===== config.mk =====
export PLATFORM = sky130hd
export DESIGN_NAME = serial_adder
export DESIGN_NICKNAME = d
export VERILOG_FILES = /design/src/rtl/serial_adder.sv
export SDC_FILE = /design/constraint.sdc
export NUM_CORES = 1
export LEC_CHECK = 0
export CAP_MARGIN = 10
export CORE_MARGIN = 1
export CORE_UTILIZATION = 55
export DETAILED_ROUTE_END_ITERATION = 6
export PLACE_DENSITY_LB_ADDON = 0.12
export SYNTH_ARGS = -nofsm -noshare
export SYNTH_HDL_FRONTEND = slang
export SYNTH_SLANG_ARGS = --single-unit

===== constraint.sdc =====
create_clock -name clk -period 2.4 [get_ports clk]
set_clock_uncertainty 0.05 [all_clocks]
set_input_delay 0.48 -clock clk [delete_from_list [all_inputs] [get_ports clk]]
set_output_delay 0.48 -clock clk [all_outputs]
set_load 0.01 [all_outputs]

===== src/rtl/serial_adder.sv =====
// ============================================================================
// Module   : serial_adder
// Brief    : Bit-serial WIDTH-bit adder around one full-adder cell, LSB first.
//            Optional subtract mode when SERIAL_ADDER_SUB_EN is defined.
// Revision : 1.0 - initial release
// ============================================================================
`default_nettype none

module serial_adder_fa (
  output logic ripout,
  output logic c,
  input  logic a,
  input  logic b,
  input  logic ripin
);
  assign c      = a ^ b ^ ripin;
  assign ripout = (a & b) | (ripin & (a ^ b));
endmodule

module serial_adder #(
  parameter int WIDTH = 8
) (
  input  logic             clk,
  input  logic             rst,
  input  logic             start,
  input  logic [WIDTH-1:0] a,
  input  logic [WIDTH-1:0] b,
  input  logic             cin,
`ifdef SERIAL_ADDER_SUB_EN
  input  logic             sub,
`endif
  output logic             busy,
  output logic             done,
  output logic [WIDTH-1:0] sum,
  output logic             cout
);

  localparam int CNT_W = $clog2(WIDTH + 1);
  localparam logic [CNT_W-1:0] C_LAST = CNT_W'(WIDTH - 1);

  typedef enum logic [1:0] {
    S_IDLE  = 2'd0,
    S_SHIFT = 2'd1,
    S_DONE  = 2'd2
  } state_t;

  state_t           r_state;
  logic [WIDTH-1:0] r_a_sr;
  logic [WIDTH-1:0] r_b_sr;
  logic [WIDTH-1:0] r_res_sr;
  logic             r_carry;
  logic [CNT_W-1:0] r_cnt;

  logic             w_fa_sum;
  logic             w_fa_carry;
  logic [WIDTH-1:0] w_res_next;
  logic [WIDTH-1:0] w_b_load;
  logic             w_c_load;

  serial_adder_fa u_fa (
    .ripout (w_fa_carry),
    .c      (w_fa_sum),
    .a      (r_a_sr[0]),
    .b      (r_b_sr[0]),
    .ripin  (r_carry)
  );

  // Each new sum bit enters at the MSB so the LSB lands at bit 0 after WIDTH shifts.
  generate
    if (WIDTH == 1) begin : g_res_w1
      assign w_res_next = w_fa_sum;
    end else begin : g_res_wn
      assign w_res_next = {w_fa_sum, r_res_sr[WIDTH-1:1]};
    end
  endgenerate

`ifdef SERIAL_ADDER_SUB_EN
  // Two's-complement subtract: a + ~b + 1; cin is ignored in this mode.
  assign w_b_load = sub ? ~b : b;
  assign w_c_load = sub ? 1'b1 : cin;
`else
  assign w_b_load = b;
  assign w_c_load = cin;
`endif

  always_ff @(posedge clk) begin
    if (rst) begin
      r_state  <= S_IDLE;
      r_a_sr   <= '0;
      r_b_sr   <= '0;
      r_res_sr <= '0;
      r_carry  <= 1'b0;
      r_cnt    <= '0;
      busy     <= 1'b0;
      done     <= 1'b0;
      sum      <= '0;
      cout     <= 1'b0;
    end else begin
      case (r_state)
        S_IDLE, S_DONE: begin
          done <= 1'b0;
          if (start) begin
            r_a_sr   <= a;
            r_b_sr   <= w_b_load;
            r_carry  <= w_c_load;
            r_res_sr <= '0;
            r_cnt    <= '0;
            busy     <= 1'b1;
            r_state  <= S_SHIFT;
          end else begin
            r_state  <= S_IDLE;
          end
        end
        S_SHIFT: begin
          r_a_sr   <= r_a_sr >> 1;
          r_b_sr   <= r_b_sr >> 1;
          r_res_sr <= w_res_next;
          r_carry  <= w_fa_carry;
          r_cnt    <= r_cnt + 1'b1;
          if (r_cnt == C_LAST) begin
            sum     <= w_res_next;
            cout    <= w_fa_carry;
            busy    <= 1'b0;
            done    <= 1'b1;
            r_state <= S_DONE;
          end
        end
        default: begin
          busy    <= 1'b0;
          done    <= 1'b0;
          r_state <= S_IDLE;
        end
      endcase
    end
  end

endmodule

`default_nettype wire


# Word-level counts from Yosys, hierarchy flattened
# Index checks and enable logic that the tools add are counted.
# word_totals
register_bits,42
inputBits,20
output_inout_bits,11
# op_classes
bitwise,6
eq_ne,5
muxes,16
n_addsub,1
n_reduce_logical,7
# ops
cell,count
$pmux W8 S2,3
$mux W8,3
$pmux W4 S2,1
$reduce_and A2 Y1,3
$add A4 B1 Y4 const B,1
$eq A4 B3 Y1 const B,1
$mux W1,4
$mux W4,1
$ne A2 B2 Y1 const B,2
$pmux W1 S2,2
$pmux W2 S2,1
$reduce_or A2 Y1,2
$and A1 B1 Y1,2
$eq A2 B1 Y1 const B,1
$eq A2 B2 Y1 const B,1
$logic_not A2 Y1,1
$mux W2,1
$reduce_bool A2 Y1,1
$xor A1 B1 Y1,2
$not A1 Y1,1
$or A1 B1 Y1,1

# Logic depth before layout (Yosys ltp)
# depth
word_depth,4
ltp_mapped,5
depth_no_buf,4

# Hierarchy
# Synthesis repeated with hierarchy kept, for this count alone.
# unflattened
cells_unflattened,185
area_unflattened_um2,1711.6
# modules_own_cells
mod,instances,area_per_inst_um2,cells_each
serial_adder,1,1691.6,184
serial_adder_fa,1,20.0,1

# Worst setup path before layout
# OpenSTA, ideal clock, no wires.
# synth_path
path_kind,input-to-reg
startpoint,input start
endpoint,register r_cnt[3]
arrival_time_ns,1.131
path_stages,4
required_ns,2.229
setup_slack_ns,1.097
setup_time_ns,0.121
cell_sequence,nor2b_1 > buf_2 > nor3b_1 > mux2_4
# synth_via
elab_chain_cells,2
# synth_lines
element,line_no,source
start: declaration,25,"input logic start,"
$ne A2 B2 Y1 (no source line),n/a,
$reduce_and A2 Y1 (no source line),n/a,
end signal: assignment,119,r_cnt <= r_cnt + 1'b1;
end: declaration,52,logic [CNT_W-1:0] r_cnt;
# Every way passes these cells.
# A chain may end at the register's enable or synchronous reset.

# Worst setup path in the final report
# layout_path
startpoint,register sum[0]
endpoint,output sum[0]
# layout_lines
element,line_no,source
start: declaration,34,"output logic [WIDTH-1:0] sum,"
start signal: assignment,121,sum <= w_res_next;
# No word-level cell between the ends.

==> flow_summary.toml <==
[die]
core-area_um2 = 2853
die_h_um = 58.03
num_rows = 19
initial_core_util_pct = 60.53
boundaryPins = 31
dieArea_um2 = 3367
die_x_um = 58.03

[critical_path]
rrSetupSlack_ns = 0.90
r2r_end = "sum[6]"
cp_top_family = "buffers and inverters"
crit_type = "flip-flop to primary output"
worstRegToRegCells = 4
start_kind = "flip-flop"
worstPathMaxFanout = 2
cp_slowest_cell = "clkdlybuf4s50_1"
end_kind = "primary output"
critPathRequiredTime_ns = 1.87
arrival_ns = 1.25
crit_buf_inv = 1
r2r_start = "r_state[0]"
path_cells = "clkdlybuf4s50_1"
max_stage_delay_ns = 0.55

[yosys]
yosysSeqAreaShare_pct = 47.54
synth_area_per_cell_um2 = 9.333
synth_nets = 207
synthCells = 185
ys_top_cells_by_area = "dfxtp_1 (48%), a21oi_1 (8.1%), nand2b_1 (8.0%)"
synth_cell_types = 25
ys_ff_latch = 41
synth_area_um2 = 1727
synth_top_area_share_pct = 47.54
yosys.area.top_type = "dfxtp_1"
ys_warn_count = 0

[run_status]
status = "finished with violations"
failed_checks = "design-rule violations"

[cts]
cts_made_buffers = 5
clkLatencyLatePin_ns = 0.34
cts_setup_buffers = 0
holdBufCountCts = 0
cts_tree = "built"
path_clk_slew_ns = 0.11
h-tree-depth = 2
cts_resized = 0
cts_root_buffer = "clkbuf_4"
clock_sinks = 41
clockBufferDepth = 2

[sta]
fin_tns_setup_ns = 0
post-route-min-period_ns = 1.775
tightest_slew_ns = 0.4559
period_share_pct = 73.96
finalHoldViolCount = 0
drv_slew = 0
setup_viol = 0
rsz0062_at_grt = "no"
hold_slack_ns = 0.4164
timing.slew.headroom_pct = 69.51
fmax_mhz = 563.3

[grt]
grt.busiest_layer = "met2"
grt_max_degree = 27
track_usage_pct = 21.56
grt_pass1_vias = 1295
use_met2_pct = 38.75
gr-total-overflow = 0
grt_util_met1_pct = 23.82
grt_pass1_wl_um = 5540
grt_use_met3_pct = 7.143
antenna_found_initial = 0

[final_layout]
syn_to_final_growth_pct = 19.71
n_fill_cell = 226
final_common_cell = "dfxtp_1"
multi_input_area_um2 = 800.8
final_cell_mix = "dfxtp_1 (41), clkdlybuf4s50_1 (30), a21oi_1 (28)"
final_layout_size_suffix_gt1_share_pct = 7.512
nNetsFinal = 236
antennaDiodeCount = 0
register_area_um2 = 820.8

[place]
place_congestion = 0.7135
io_buffers = 30
dp_hpwl_um = 2252

[routing]
viasPerCell = 5.680
drc = 3
vias = 1386
drt-total-wl_um = 3278
drt_first_iter_violations = 88
dr.pass1.iters = 6
ant_nets = 0
wl_per_cell_um = 13.43

[hold_path]
hold_path_end = "done"
hold_path.startpoint = "done"
whs_path_depth = 2
hold_path_class = "flip-flop to flip-flop"

[power_and_ir_drop]
peakVddDrop_mv = 0.4181
p_leak_nw = 0.7247
p_per_area_nw_per_um2 = 572.4

[run]
drv_cap = 0
==> state kept, by name (all words and copies together) (netlist names), 2 cells and up <==
name,count
sum,8
r_state,2
r_b_sr,8
r_res_sr,7
r_a_sr,8
r_cnt,4
==> cells in the mapped netlist <==
cell type,number
dfxtp_1,41
a21oi_1,28
nand3_1,26
nand2b_1,22
a22oi_1,15
nand2_1,10
mux2i_1,9
clkbuf_1,6
buf_4,4
a211oi_1,3
buf_2,3
buf_6,3
nor2_1,3
and2b_1,1
fa_1,1
ha_1,1
inv_1,1
mux2_1,1
mux2_4,1
nand3b_1,1
nand4_1,1
nor2_8,1
nor2b_1,1
nor3_1,1
nor3b_1,1
==> where the power goes <==
group          total (mW)  leakage, nW  switching [mW]  internal [mW]
clock network       0.304       0.0269           0.203          0.102
logic               0.157        0.364          0.0820         0.0752
registers           0.722        0.334          0.0155          0.706
total                1.18        0.725           0.300          0.883
==> area by class of cell <==
cell class	count	share of cell area, %
clock buffer	5	1.816
clock inverter	1	0.2421
inverter	1	0.1816
multi-input combinational	127	38.74
sequential	41	39.71
tap	31	1.877
timing repair buffer	38	17.43
==> cells by family after synthesis <==
logic type | count (synthesis) | share of synthesized area (%)
buffers and inverters | 17 | 6.086
adders and majority gates | 2 | 1.884
muxes | 11 | 6.739
AOI/OAI and AO/OA | 46 | 15.94
and+or+nand+nor | 68 | 21.81
DFF | 41 | 47.54
==> layer usage <==
layer,share of wire (%),vias to the layer above
li1,-,703
met1,44,649
met2,51,32
met3,4.6,2
met4,0.64,0
met5,0,-
==> per-stage QoR <==
| stage | util, % | area (um^2) | setup WS [ns] | total power, mW | instances |
|---|---|---|---|---|---|
| floorplan | - | 1727 | 1.097 | 0.8407 | 185 |
| global placement | 70.96 | 2024 | 0.5435 | 0.8878 | 238 |
| detailed placement | 70.96 | 2024 | 0.4738 | 0.8944 | 238 |
| CTS | 72.46 | 2067 | 0.6016 | 1.195 | 244 |
| global route | 72.46 | 2067 | 0.5614 | 1.242 | 244 |
| finish | 72.46 | 2067 | 0.6249 | 1.183 | 244 |
==> worst max path at each step <==
stage,startpoint,end,cells after the start
finish,sum[0],sum[0],1
global placement,rst,sum[4],4
detailed placement,rst,sum[2],4
floorplan,start,r_cnt[3],4
CTS,sum[0],sum[0],1
global route,sum[0],sum[0],1
Note: power is estimated with default switching activity, not from simulation.
